$ cat src/rtl/bcdcount_pkg.sv
// Shared types and constants for the multi-digit BCD counter.
package bcdcount_pkg;
    localparam int DIGIT_W = 4;

    typedef logic [DIGIT_W-1:0] digit_t;

    localparam digit_t BCD_MAX = 4'd9;
endpackage

$ cat src/rtl/bcdcount_digit.sv
// One BCD decade: sanitised load, up/down step with roll-over at 0 / limit.
module bcdcount_digit
    import bcdcount_pkg::*;
(
    input  logic   clk,
    input  logic   rst,
    input  logic   step_in,
    input  logic   up,
    input  logic   load,
    input  digit_t load_digit,
    input  digit_t limit,
    output digit_t q,
    output logic   at_max,
    output logic   at_min
);
    assign at_max = (q == limit);
    assign at_min = (q == '0);

    always_ff @(posedge clk) begin
        if (rst) begin
            q <= '0;
        end else if (load) begin
            // Out-of-range nibbles collapse to 0 so q never holds a bad digit
            q <= (load_digit > limit) ? '0 : load_digit;
        end else if (step_in) begin
            if (up) q <= at_max ? '0 : q + 4'd1;
            else    q <= at_min ? limit : q - 4'd1;
        end
    end
endmodule

$ cat src/rtl/bcdcount_multi.sv
// Synchronous N-decade BCD up/down counter with load, MSD limit and carry pulse.
// Optional: define BCDCOUNT_SATURATE_EN to hold at the boundary instead of wrapping.
module bcdcount_multi
    import bcdcount_pkg::*;
#(
    parameter int DIGITS  = 3,
    parameter int MSD_MAX = 9
) (
    input  logic                  clk,
    input  logic                  rst,
    input  logic                  en,
    input  logic                  up,
    input  logic                  load,
    input  logic [4*DIGITS-1:0]   load_val,
    output logic [4*DIGITS-1:0]   count,
    output logic                  carry
);
    logic [DIGITS-1:0][DIGIT_W-1:0] q;
    logic [DIGITS-1:0][DIGIT_W-1:0] ld;
    logic [DIGITS-1:0]              at_max;
    logic [DIGITS-1:0]              at_min;
    logic [DIGITS-1:0]              qual;
    logic [DIGITS-1:0]              step;
    logic                           boundary;
    logic                           go;

    assign ld       = load_val;
    assign count    = q;
    assign qual     = up ? at_max : at_min;
    assign boundary = &qual;

`ifdef BCDCOUNT_SATURATE_EN
    assign go = en & ~boundary;
`else
    assign go = en;
`endif

    genvar i;
    generate
        for (i = 0; i < DIGITS; i++) begin : g_digit
            localparam digit_t LIM = (i == DIGITS - 1) ? digit_t'(MSD_MAX) : BCD_MAX;

            // Digit i steps when every lower digit sits at its roll-over value
            if (i == 0) begin : g_lsd
                assign step[i] = go;
            end else begin : g_upper
                assign step[i] = go & (&qual[i-1:0]);
            end

            bcdcount_digit u_digit (
                .clk        (clk),
                .rst        (rst),
                .step_in    (step[i]),
                .up         (up),
                .load       (load),
                .load_digit (ld[i]),
                .limit      (LIM),
                .q          (q[i]),
                .at_max     (at_max[i]),
                .at_min     (at_min[i])
            );
        end
    endgenerate

    always_ff @(posedge clk) begin
        if (rst || load) carry <= 1'b0;
        else             carry <= en & boundary;
    end
endmodule

$ cat config.mk
export PLATFORM = sky130hd
export DESIGN_NAME = bcdcount_multi
export DESIGN_NICKNAME = d
export VERILOG_FILES = /design/src/rtl/bcdcount_pkg.sv /design/src/rtl/bcdcount_digit.sv /design/src/rtl/bcdcount_multi.sv
export SDC_FILE = /design/constraint.sdc
export NUM_CORES = 1
export LEC_CHECK = 0
export BUFFER_PORTS_ARGS = -buffer_cell sky130_fd_sc_hd__buf_2
export CORE_ASPECT_RATIO = 0.5
export CORE_MARGIN = 2
export CORE_UTILIZATION = 38
export CTS_CLUSTER_SIZE = 25
export DETAILED_ROUTE_END_ITERATION = 10
export PLACE_DENSITY = 0.67
export SETUP_SLACK_MARGIN = 0.1
export SLEW_MARGIN = 10
export SYNTH_ARGS = -nofsm -noshare
export SYNTH_HDL_FRONTEND = slang
export SYNTH_HIERARCHICAL = 1
export SYNTH_SLANG_ARGS = --single-unit
$ cat constraint.sdc
create_clock -name clk -period 5.2 [get_ports clk]
set_clock_uncertainty 0.1 [all_clocks]
set_input_delay 0.78 -clock clk [delete_from_list [all_inputs] [get_ports clk]]
set_output_delay 0.78 -clock clk [all_outputs]
set_load 0.03 [all_outputs]
# Word level (Yosys, flattened, before mapping)
# Index checks and enable logic that the tools add are counted.
# word_totals
ff_bits,13
in_bits,17
word_cells,47
# op_classes
addsub,6
n_lt_le_gt_ge,3
n_eq_ne,3
muxes,19
bitwise_logic,3
reduce_logical,9
# ops
operator,count
$mux W4,18
$add A4 B1 Y4 const B,3
$eq A4 B4 Y1 const B,3
$gt A4 B4 Y1 const B,3
$logic_not A4 Y1,3
$sub A4 B1 Y4 const B,3
$reduce_bool A2 Y1,3
$and A1 B1 Y1,3
$mux W3,1
$reduce_and A3 Y1,1
$reduce_and A2 Y1,1
$logic_or A1 B1 Y1,1

# Depth between registers and ports, before layout
# Gate-level depths: netlist of run 1.
# logic_depth
word_depth,6
depth_mapped,10
mapped_depth_nobuf,9

# Modules after synthesis
# The synthesis of run 1 kept the hierarchy.
# by_module_without_submodules
module,instances,cells_per_inst,area_each_um2,seq_area_each_um2
bcdcount_digit,3,72,563.0,80.1
bcdcount_multi,1,11,106.4,20.0

# Least setup slack after synthesis of run 1
# Ideal clock, no wire load.
# synth_timing
path_type,register -> register
from,register g_digit[0].u_digit.q[0]
to,register g_digit[1].u_digit.q[3]
arrival_time_ps,2347
required_time_ps,4984
path_slack_ps,2637
stages_incl_launch_ff,10
period_less_slack_ps,2563
cell_sequence,dfxtp_1 -> buf_2 -> inv_1 -> ha_1 -> nor3b_1 -> mux2i_1 -> nor2b_1 -> nand2b_1 -> a211o_1 -> and3_1
# synth_via
elab_chain_len,4
# synth_lines
element,line,rtl
from (decl),bcdcount_digit.sv:12,"output digit_t q,"
from (signal assigned),bcdcount_digit.sv:24,q <= (load_digit > limit) ? '0 : load_digit;
from (signal assigned),bcdcount_digit.sv:26,if (up) q <= at_max ? '0 : q + 4'd1;
from (signal assigned),bcdcount_digit.sv:27,else q <= at_min ? limit : q - 4'd1;
$logic_not A4 Y1,bcdcount_digit.sv:17,assign at_min = (q == '0);
net at_min[0],bcdcount_multi.sv:21,logic [DIGITS-1:0] at_min;
$mux W3,bcdcount_multi.sv:29,assign qual = up ? at_max : at_min;
$and A1 B1 Y1,bcdcount_multi.sv:47,assign step[i] = go & (&qual[i-1:0]);
net step[1],bcdcount_multi.sv:23,logic [DIGITS-1:0] step;
$reduce_bool A2 Y1 (no source line),-,
to (signal assigned),bcdcount_digit.sv:24,
to (signal assigned),bcdcount_digit.sv:26,
to (signal assigned),bcdcount_digit.sv:27,
to (decl),bcdcount_digit.sv:12,
# The timed path passes the listed nets, and every way through them passes these cells.
# A chain may end at the register's enable or synchronous reset.

# Worst setup path in the final report of run 1
# layout_timing
from,register g_digit[0].u_digit.q[0]
to,register g_digit[1].u_digit.q[0]
# The elaborated chain is that of the path after synthesis.

==> summary.json, run 1 <==
{
  "outcome": "finished, final reports clean",
  "drt-wirelength-per-cell_um": 11.5,
  "detailed_place_hpwl_um": 3020,
  "clk_pin_slew_ps": 60,
  "arrival_ps": 2810,
  "post_cts_resized": 0,
  "remaining_drc_errors": 0,
  "post_synth_main_area_contributors": "dfxtp_1 14%, ha_1 13%, xor2_1 5.9%",
  "fp-row-count": 17,
  "area.growth.synth_to_final_pct": 15.2,
  "p_leak_nw": 0.996,
  "mappedNetlistArea_mm2": 0.00180,
  "clock_sinks": 13,
  "number_of_instances_in_the_synthesized_netlist": 227,
  "layout_worst_path_cycle_share": 0.526,
  "ys.flop_type": "dfxtp_1",
  "synth_common_cells": "18 x a21oi_1, 18 x ha_1, 18 x inv_1, 18 x nor2_1",
  "design.final.nets": 312,
  "yosys.area_share.adder": 0.125,
  "period_needed_ps": 2740,
  "post_cts_hold_buffer_count": 0,
  "slew-limit-headroom": 0.463,
  "setup_viol_count_final": 0,
  "intPower_mw": 0.234,
  "gp_routability_congestion": 0.852,
  "share_seq_of_total_power": 0.322,
  "clock_latency_ps": 250,
  "worstPathMaxFanout": 9,
  "synth-seq-cells": 13,
  "avgViaCountPerCell": 5.02,
  "route.vias.total": 1672,
  "synth_edf_count": 0,
  "post-synth-top-area-fraction": 0.145,
  "synth-seq-area-share": 0.145,
  "post-place-cells": 329,
  "seqCellArea_um2": 260,
  "vdd_drop_max_mv": 0.0749,
  "comb_power_share": 0.438,
  "grt_start_max_net_pins": 32,
  "finalHoldViolCount": 0,
  "placedInstanceArea_mm2": 0.00202,
  "worstSetupPathType": "reg -> reg",
  "worstPathCellList": "inv_1 -> ha_1 -> nor3b_1 -> mux2i_1 -> nor2b_1 -> nand2b_1 -> nor4b_1 -> a211oi_1 -> o22ai_1",
  "drt-total-wl_um": 3830,
  "placeableCoreArea_mm2": 0.00447,
  "ff2ff_path_depth": 9,
  "maximum_cell_stage_delay_along_the_critical_path_ps": 680,
  "syn_avg_cell_area_um2": 7.91,
  "p_total_mw": 0.397,
  "yosys_warnings": 6,
  "insertedDiodeCount": 0,
  "clock_tree.root_cell": "clkbuf_8",
  "yosys.area_share.simple": 0.258,
  "synth_top_family_by_area": "simple AND/OR/NAND/NOR gates",
  "rsz0062_at_grt": "no",
  "floorplan.initialDensity": 0.402,
  "worst_hold_path_type": "reg -> reg",
  "totalNegativeSetupSlack_ps": 0,
  "switching_power_mw": 0.163,
  "required_time_reported_for_the_critical_path_endpoint_ps": 5280,
  "postLayoutCellArea_mm2": 0.00207,
  "clkPwrFrac": 0.240,
  "yosysUniqueCellTypes": 40,
  "ant_nets": 0,
  "report.final.slew_viol_count": 0,
  "worst_path_max_delay_cell": "nor3b_1",
  "layout-drive-gt1-share": 0.170,
  "synth_area_in_compound_gates": 0.243,
  "drv.max_cap_violation_count": 0,
  "dieArea_mm2": 0.00532,
  "grt_pass1_wl_um": 6410,
  "fillerInstances": 456,
  "cts_max_level": 1,
  "die_h_um": 52.6,
  "number_of_global_route_vias_before_repair": 1443,
  "fmaxAchievable_ghz": 0.366,
  "finish.cell_count_without_fillers": 333,
  "worst-slew-pin-transition_ps": 804,
  "boundaryPins": 30,
  "power.switching_fraction": 0.410,
  "inserted_clock_buffers": 3,
  "synth_xor_xnor_area_share": 0.100,
  "die_w_um": 101,
  "number_of_antenna_violations_at_the_first_check_in_global_routing": 0,
  "dr.pass1.iters": 4,
  "yosys.area.top_type": "dfxtp_1",
  "track_usage": 0.152,
  "grt.overflow.total": 0,
  "numPortBuffers": 29,
  "initialDrtViolationCount": 55,
  "p_per_area_mw_per_mm2": 192,
  "timing.critical_path.from_type": "flip-flop",
  "hold_path_depth": 3,
  "worst_setup_path_end_kind": "flip-flop",
  "post-cts-setup-buffers": 0,
  "multi_input_area_mm2": 0.00148,
  "post_synth_mux_area_share": 0.0279,
  "cts_tree": "built",
  "async_flop_share": 0,
  "clock_tree_buffer_depth": 2
}
[worst max-delay path, delay by kind of cell (launching register included)]
kind | cells | cell delay (ps)
fa+ha+maj | 1 | 210
flops | 1 | 390
compound gates | 2 | 230
mux | 1 | 150
simple gates | 4 | 1470
buf+inv | 1 | 120
[worst paths after layout]
check,start,to,slack (ps)
max,g_digit[0].u_digit/q[0],g_digit[1].u_digit/q[0],2460
min,g_digit[0].u_digit/q[1],g_digit[0].u_digit/q[1],620
max reg2reg,g_digit[0].u_digit/q[0],g_digit[1].u_digit/q[0],2460
min reg2reg,g_digit[0].u_digit/q[1],g_digit[0].u_digit/q[1],620
[routing by layer]
metal	up-vias	part of all wire	GRT usage
met5	-	0	0
met4	0	0.013	0.0473
met3	5	0.032	0.0307
met2	25	0.47	0.263
met1	768	0.49	0.191
li1	874	-	-
[logic make-up after synthesis]
logic type / after synthesis
buffers and inverters: 33
adders and majority gates: 18
DFF: 13
other: 2
muxes: 5
and+or+nand+nor: 74
AOI/OAI and AO/OA: 64
xor gates and xnor gates: 18
[registers in the layout, indices dropped and copies added, names as in the netlist]
register	flops
carry	1
g_digit.u_digit/q	12
[final cells by class]
class | count | area share
timing repair buffer | 29 | 0.0702
sequential | 13 | 0.126
multi-input combinational | 212 | 0.715
clock buffer | 4 | 0.0218
tap | 57 | 0.0345
inverter | 18 | 0.0327
[power groups by stage]
stage          logic (mW)  registers (mW)  clock network (mW)
3_3_place_gp        0.168           0.130                   0
4_1_cts             0.173           0.128              0.0974
5_1_grt             0.194           0.131               0.103
3_5_place_dp        0.172           0.130                   0
6_report            0.174           0.128              0.0952
2_1_floorplan       0.138           0.132                   0
[placed cells by master (no fill, tap or decap), types with 5 or more instances in the layout]
| cell type | synthesis | layout |
|---|---|---|
| mux2i_1 | 5 | 5 |
| nor2_1 | 18 | 18 |
| xor2_1 | 12 | 12 |
| dfxtp_1 | 13 | 13 |
| nor2b_1 | 7 | 7 |
| nand2_1 | 13 | 13 |
| nand2b_1 | 6 | 6 |
| conb_1 | 2 | 33 |
| a211oi_1 | 6 | 6 |
| o22ai_1 | 6 | 6 |
| ha_1 | 18 | 18 |
| inv_1 | 18 | 18 |
| o21ai_0 | 12 | 12 |
| a21oi_1 | 18 | 18 |
| buf_2 | 3 | 29 |
[metrics by stage]
stage / setup WS, ps / hold slack, ps / util
2_1_floorplan: 2640 / 694 / -
3_3_place_gp: 2620 / 613 / 0.453
3_5_place_dp: 2510 / 611 / 0.453
4_1_cts: 2490 / 623 / 0.463
5_1_grt: 2160 / 672 / 0.463
6_report: 2460 / 620 / 0.463
Note: power is estimated with default switching activity, not from simulation.
==> run 2: changes to the inputs <==
==> constraint.sdc (replaced) <==
create_clock -name clk -period 2.7 [get_ports clk]
set_clock_uncertainty 0.1 [all_clocks]
set_input_delay 0.405 -clock clk [delete_from_list [all_inputs] [get_ports clk]]
set_output_delay 0.405 -clock clk [all_outputs]
set_load 0.03 [all_outputs]
==> summary.json, run 2 (same netlist as run 1, synthesis figures left out) <==
{
  "outcome": "finished, final reports clean",
  "comb_power_share": {"value": 0.454, "change": "+0.016"},
  "cts_max_level": {"value": 1, "change": "unchanged"},
  "grt_pass1_wl": {"value": 6390, "unit": "um", "change": "-0.33%"},
  "clock_sinks": {"value": 13, "change": "unchanged"},
  "worst_hold_path_type": "in -> reg",
  "p_leak": {"value": 1.02, "unit": "nW", "change": "+2.8%"},
  "initialDrtViolationCount": {"value": 86, "change": "+56%"},
  "clock_latency": {"value": 250, "unit": "ps", "change": "about the same"},
  "post-place-cells": {"value": 334, "change": "+1.5%"},
  "period_needed": {"value": 2300, "unit": "ps", "change": "-434 ps"},
  "ant_nets": {"value": 0, "change": "unchanged"},
  "drt-total-wl": {"value": 3740, "unit": "um", "change": "-2.3%"},
  "report.final.slew_viol_count": {"value": 0, "change": "unchanged"},
  "rsz0062_at_grt": "no",
  "finish.cell_count_without_fillers": {"value": 338, "change": "+1.5%"},
  "largest_register": "g_digit.u_digit/q",
  "clkPwrFrac": {"value": 0.232, "change": "-0.008"},
  "die_h": {"value": 52.6, "unit": "um", "change": "unchanged"},
  "inserted_clock_buffers": {"value": 3, "change": "unchanged"},
  "path_delay_family": "simple AND/OR/NAND/NOR gates",
  "insertedDiodeCount": {"value": 0, "change": "unchanged"},
  "timing.critical_path.from_type": "flip-flop",
  "drt-wirelength-per-cell": {"value": 11.1, "unit": "um", "change": "-3.8%"},
  "avgViaCountPerCell": {"value": 4.91, "change": "-2.2%"},
  "clock_tree_buffer_depth": {"value": 2, "change": "unchanged"},
  "slew-limit-headroom": {"value": 0.664, "change": "+0.201"},
  "grt.overflow.total": {"value": 0, "change": "unchanged"},
  "p_per_area": {"value": 368, "unit": "mW/mm^2", "change": "+92%"},
  "fp-row-count": {"value": 17, "change": "unchanged"},
  "worstSetupPathType": "reg -> reg",
  "cts_tree": "built",
  "intPower": {"value": 0.461, "unit": "mW", "change": "+97%"},
  "switching_power": {"value": 0.314, "unit": "mW", "change": "+93%"},
  "gp_routability_congestion": {"value": 0.839, "change": "-1.5%"},
  "fillerInstances": {"value": 458, "change": "+0.44%"},
  "dr.pass1.iters": {"value": 4, "change": "unchanged"},
  "layout_worst_path_cycle_share": {"value": 0.852, "change": "+0.326"},
  "remaining_drc_errors": {"value": 0, "change": "unchanged"},
  "route.vias.total": {"value": 1659, "change": "-0.78%"},
  "clock_tree.root_cell": "clkbuf_8",
  "number_of_global_route_vias_before_repair": {"value": 1394, "change": "-3.4%"},
  "setup_viol_count_final": {"value": 0, "change": "unchanged"},
  "finalHoldViolCount": {"value": 0, "change": "unchanged"},
  "worst-path-buf-inv": {"value": 0, "change": "-1"},
  "worst_path_max_delay_cell": "dfxtp_1",
  "fmaxAchievable": {"value": 0.434, "unit": "GHz", "change": "+19%"},
  "post_cts_resized": {"value": 0, "change": "unchanged"},
  "layout_top_registers": "g_digit.u_digit/q x12, carry x1",
  "final_common_cell": "conb_1",
  "totalNegativeSetupSlack": {"value": 0, "unit": "ps", "change": "unchanged"},
  "maximum_cell_stage_delay_along_the_critical_path": {"value": 510, "unit": "ps", "change": "-170 ps"},
  "grt_start_max_net_pins": {"value": 32, "change": "unchanged"},
  "arrival": {"value": 2380, "unit": "ps", "change": "-430 ps"},
  "track_usage": {"value": 0.151, "change": "-0.000999"},
  "area.growth.synth_to_final_pct": 17.4,
  "post_cts_hold_buffer_count": {"value": 0, "change": "unchanged"},
  "required_time_reported_for_the_critical_path_endpoint": {"value": 2780, "unit": "ps", "change": "-2500 ps"},
  "boundaryPins": {"value": 30, "change": "unchanged"},
  "layout-drive-gt1-share": {"value": 0.189, "change": "+0.0183"},
  "vdd_drop_max": {"value": 0.149, "unit": "mV", "change": "+99%"},
  "post-cts-setup-buffers": {"value": 0, "change": "unchanged"},
  "floorplan.initialDensity": {"value": 0.402, "change": "unchanged"},
  "worstPathCellList": "xor2_2 -> nor4_4 -> nand4_1 -> nand2_1 -> nand2b_1 -> nor4b_1 -> a211oi_1 -> o22ai_1",
  "placeableCoreArea": {"value": 0.00447, "unit": "mm^2", "change": "unchanged"},
  "worst-slew-pin-transition": {"value": 503, "unit": "ps", "change": "-301 ps"},
  "power.switching_fraction": {"value": 0.405, "change": "-0.00455"},
  "share_seq_of_total_power": {"value": 0.314, "change": "-0.008"},
  "clk_pin_slew": {"value": 60, "unit": "ps", "change": "about the same"},
  "detailed_place_hpwl": {"value": 2980, "unit": "um", "change": "-1.1%"},
  "die_w": {"value": 101, "unit": "um", "change": "unchanged"},
  "design.final.nets": {"value": 317, "change": "+1.6%"},
  "worst_setup_path_end_kind": "flip-flop",
  "worstPathMaxFanout": {"value": 8, "change": "-1"},
  "numPortBuffers": {"value": 29, "change": "unchanged"},
  "largest_register_ff_count": {"value": 12, "change": "unchanged"},
  "layout.cells.most_common_list": "33 x conb_1, 29 x buf_2",
  "drv.max_cap_violation_count": {"value": 0, "change": "unchanged"},
  "number_of_antenna_violations_at_the_first_check_in_global_routing": {"value": 0, "change": "unchanged"},
  "dieArea": {"value": 0.00532, "unit": "mm^2", "change": "unchanged"}
}
run 2: power groups by stage:
stage / Sequential (mW) / Combinational, mW / Clock [mW]
floorplan: 0.255 / 0.267 / 0
global placement: 0.247 / 0.343 / 0
detailed placement: 0.248 / 0.348 / 0
CTS: 0.243 / 0.351 / 0.185
global route: 0.248 / 0.395 / 0.198
finish: 0.243 / 0.352 / 0.180
run 2: final timing paths:
kind	start	to	slack (ps)	depth (start not counted)
hold / removal	load_val[10]	g_digit[2].u_digit/q[2]	330	3
hold reg to reg	g_digit[0].u_digit/q[2]	g_digit[0].u_digit/q[2]	630	2
setup / recovery	g_digit[1].u_digit/q[3]	g_digit[2].u_digit/q[0]	400	8
setup reg to reg	g_digit[1].u_digit/q[3]	g_digit[2].u_digit/q[0]	400	8
run 2: per-stage QoR:
| step | setup WS [ps] | total power, mW | cell area [um^2] | utilization | hold slack [ps] |
|---|---|---|---|---|---|
| 2_1_floorplan | 137 | 0.522 | 1910 | - | 399 |
| 3_3_place_gp | 548 | 0.589 | 2060 | 0.461 | 583 |
| 3_5_place_dp | 420 | 0.596 | 2060 | 0.461 | 588 |
| 4_1_cts | 396 | 0.779 | 2110 | 0.472 | 323 |
| 5_1_grt | 206 | 0.842 | 2110 | 0.472 | 324 |
| 6_report | 398 | 0.775 | 2110 | 0.472 | 326 |
run 2: metal layers:
layer / GRT usage / part of all wire
met3: 0.0347 / 0.035
met2: 0.242 / 0.44
met1: 0.206 / 0.52
met4: 0.0338 / 0.0056
met5: 0 / 0
run 2: area by class of cell:
cell class / instances / area [um^2] / share of cell area
multi-input combinational: 212 / 1480 / 0.702
sequential: 13 / 260 / 0.124
timing repair buffer: 34 / 183 / 0.0867
tap: 57 / 71.3 / 0.0338
inverter: 18 / 67.6 / 0.0321
clock buffer: 3 / 41.3 / 0.0196
clock inverter: 1 / 5.00 / 0.00238
run 2: worst register-to-register path, delay by kind of cell (launching register included):
family          cells  cell delay [ps]
flops               1              510
xor+xnor            1              140
compound gates      2              230
simple gates        5             1260
==> run 3: changes to the inputs <==
--- a/config.mk
+++ b/config.mk
@@ -11,7 +11,7 @@
 export CORE_UTILIZATION = 38
 export CTS_CLUSTER_SIZE = 25
 export DETAILED_ROUTE_END_ITERATION = 10
-export PLACE_DENSITY = 0.67
+export GPL_TIMING_DRIVEN = 0
 export SETUP_SLACK_MARGIN = 0.1
 export SLEW_MARGIN = 10
 export SYNTH_ARGS = -nofsm -noshare
==> summary.json, run 3 (same netlist as run 1, synthesis figures left out) <==
{
  "gp_routability_congestion": {"value": 0.822, "change": "-2.0%"},
  "utilization": {"value": 0.491, "change": "+0.0190"},
  "number_of_global_route_vias_before_repair": {"value": 1556, "change": "+12%"},
  "final_common_cell": "conb_1",
  "rsz0062_at_grt": "yes",
  "clock_tree.root_cell": "clkbuf_8",
  "track_usage": {"value": 0.163, "change": "+0.0128"},
  "p_leak": {"value": 1.06, "unit": "nW", "change": "+3.9%"},
  "placeableCoreArea": {"value": 0.00447, "unit": "mm^2", "change": "unchanged"},
  "drv.max_cap_violation_count": {"value": 0, "change": "unchanged"},
  "p_total": {"value": 0.804, "unit": "mW", "change": "+3.7%"},
  "placedInstanceArea": {"value": 0.00213, "unit": "mm^2", "change": "+3.3%"},
  "fp-row-count": {"value": 17, "change": "unchanged"},
  "design.final.nets": {"value": 327, "change": "+3.2%"},
  "outcome": "finished, final reports clean",
  "insertedDiodeCount": {"value": 0, "change": "unchanged"},
  "numPortBuffers": {"value": 29, "change": "unchanged"},
  "worst_path_max_delay_cell": "nor3b_4",
  "die_h": {"value": 52.6, "unit": "um", "change": "unchanged"},
  "dieArea": {"value": 0.00532, "unit": "mm^2", "change": "unchanged"},
  "worst_setup_path_end_kind": "flip-flop",
  "setup_viol_count_final": {"value": 0, "change": "unchanged"},
  "clk_pin_slew": {"value": 70, "unit": "ps", "change": "about the same"},
  "arrival": {"value": 2480, "unit": "ps", "change": "+100 ps"},
  "worstPathCellList": "buf_2 -> inv_1 -> ha_1 -> nor3b_4 -> mux2i_1 -> nor2b_2 -> nand2b_1 -> nor4b_1 -> a211oi_1 -> o22ai_1",
  "period_needed": {"value": 2400, "unit": "ps", "change": "+97.7 ps"},
  "report.final.slew_viol_count": {"value": 0, "change": "unchanged"},
  "ant_nets": {"value": 0, "change": "unchanged"},
  "layout_top_registers": "g_digit.u_digit/q x12, carry x1",
  "slew-limit-headroom": {"value": 0.661, "change": "-0.00254"},
  "layout.cells.most_common_list": "33 x conb_1, 32 x buf_2",
  "post_cts_resized": {"value": 1, "change": "+1"},
  "number_of_antenna_violations_at_the_first_check_in_global_routing": {"value": 0, "change": "unchanged"},
  "postLayoutCellArea": {"value": 0.00219, "unit": "mm^2", "change": "+4.0%"},
  "vdd_drop_max": {"value": 0.138, "unit": "mV", "change": "-6.9%"},
  "avgViaCountPerCell": {"value": 4.95, "change": "+0.76%"},
  "worst_hold_path_type": "in -> reg",
  "grt_pass1_wl": {"value": 6950, "unit": "um", "change": "+8.7%"},
  "clock_latency": {"value": 250, "unit": "ps", "change": "about the same"},
  "area.growth.synth_to_final_pct": 22.1,
  "grt_start_max_net_pins": {"value": 17, "change": "-47%"},
  "drt-total-wl": {"value": 4020, "unit": "um", "change": "+7.5%"},
  "totalNegativeSetupSlack": {"value": 0, "unit": "ps", "change": "unchanged"},
  "required_time_reported_for_the_critical_path_endpoint": {"value": 2780, "unit": "ps", "change": "about the same"},
  "worst_case_setup_slack_after_placement": {"value": -154, "unit": "ps", "change": "-573 ps"},
  "die_w": {"value": 101, "unit": "um", "change": "unchanged"},
  "finalHoldViolCount": {"value": 0, "change": "unchanged"},
  "path_delay_family": "simple AND/OR/NAND/NOR gates",
  "worst-path-buf-inv": {"value": 2, "change": "+2"},
  "grt.overflow.total": {"value": 0, "change": "unchanged"},
  "inserted_clock_buffers": {"value": 3, "change": "unchanged"},
  "postLayoutSetupSlackWorst": {"value": 301, "unit": "ps", "change": "-97.7 ps"},
  "layout-drive-gt1-share": {"value": 0.203, "change": "+0.0141"},
  "post_cts_hold_buffer_count": {"value": 0, "change": "unchanged"},
  "largest_register": "g_digit.u_digit/q",
  "largest_register_ff_count": {"value": 12, "change": "unchanged"},
  "cts_max_level": {"value": 1, "change": "unchanged"},
  "maximum_cell_stage_delay_along_the_critical_path": {"value": 360, "unit": "ps", "change": "-150 ps"},
  "boundaryPins": {"value": 30, "change": "unchanged"},
  "worstPathMaxFanout": {"value": 7, "change": "-1"},
  "route.vias.total": {"value": 1721, "change": "+3.7%"},
  "timing.critical_path.from_type": "flip-flop",
  "worst-slew-pin-transition": {"value": 507, "unit": "ps", "change": "+3.80 ps"},
  "remaining_drc_errors": {"value": 0, "change": "unchanged"},
  "finish.cell_count_without_fillers": {"value": 348, "change": "+3.0%"},
  "post-cts-setup-buffers": {"value": 0, "change": "unchanged"},
  "dr.pass1.iters": {"value": 6, "change": "+2"},
  "detailed_place_hpwl": {"value": 3240, "unit": "um", "change": "+8.6%"},
  "clock_sinks": {"value": 13, "change": "unchanged"},
  "worstSetupPathType": "reg -> reg",
  "post-place-cells": {"value": 344, "change": "+3.0%"},
  "clock_tree_buffer_depth": {"value": 2, "change": "unchanged"},
  "layout_worst_path_cycle_share": {"value": 0.889, "change": "+0.0362"},
  "timing.hold.ws": {"value": 318, "unit": "ps", "change": "-8.21 ps"},
  "initialDrtViolationCount": {"value": 116, "change": "+35%"},
  "p_per_area": {"value": 367, "unit": "mW/mm^2", "change": "-0.32%"},
  "fmaxAchievable": {"value": 0.417, "unit": "GHz", "change": "-4.1%"},
  "floorplan.initialDensity": {"value": 0.402, "change": "unchanged"},
  "cts_tree": "built",
  "drt-wirelength-per-cell": {"value": 11.6, "unit": "um", "change": "+4.4%"}
}
## run 3: cell count changes in the layout (fill, tap and decap cells not counted), sizes merged
cell    before  now
buf         34   41
clkbuf       3    7
clkinv       1    0
## run 3: worst min-delay path, cell delays in order
cell	delay, ps
buf_2	100
nand2_1	50
o32ai_1	70
## run 3: final timing paths
check                          start                      end  slack, ps  cells after the start
max          g_digit[0].u_digit/q[0]  g_digit[1].u_digit/q[0]        300                     10
min                      load_val[2]  g_digit[0].u_digit/q[2]        320                      3
max reg2reg  g_digit[0].u_digit/q[0]  g_digit[1].u_digit/q[0]        300                     10
min reg2reg  g_digit[2].u_digit/q[2]  g_digit[2].u_digit/q[2]        640                      3
## run 3: layout make-up
cell class	instances	area (um^2)
buffer	15	105
clock buffer	4	45.0
fill	476	2270
inverter	18	67.6
multi-input combinational	212	1500
sequential	13	260
tap	57	71.3
timing repair buffer	29	145
## run 3: routing by layer
| metal | up-vias | track usage | routed length (um) |
|---|---|---|---|
| li1 | 900 | - | - |
| met5 | - | 0 | 0 |
| met2 | 20 | 0.277 | 1810 |
| met3 | 5 | 0.0347 | 119 |
| met1 | 796 | 0.218 | 2070 |
| met4 | 0 | 0.0270 | 23 |
## run 3: where the power goes
part | internal (mW) | switching [mW] | leakage, nW | total (mW)
clock | 0.105 | 0.0869 | 0.0228 | 0.192
combinational | 0.162 | 0.227 | 0.934 | 0.389
sequential | 0.207 | 0.0159 | 0.107 | 0.223
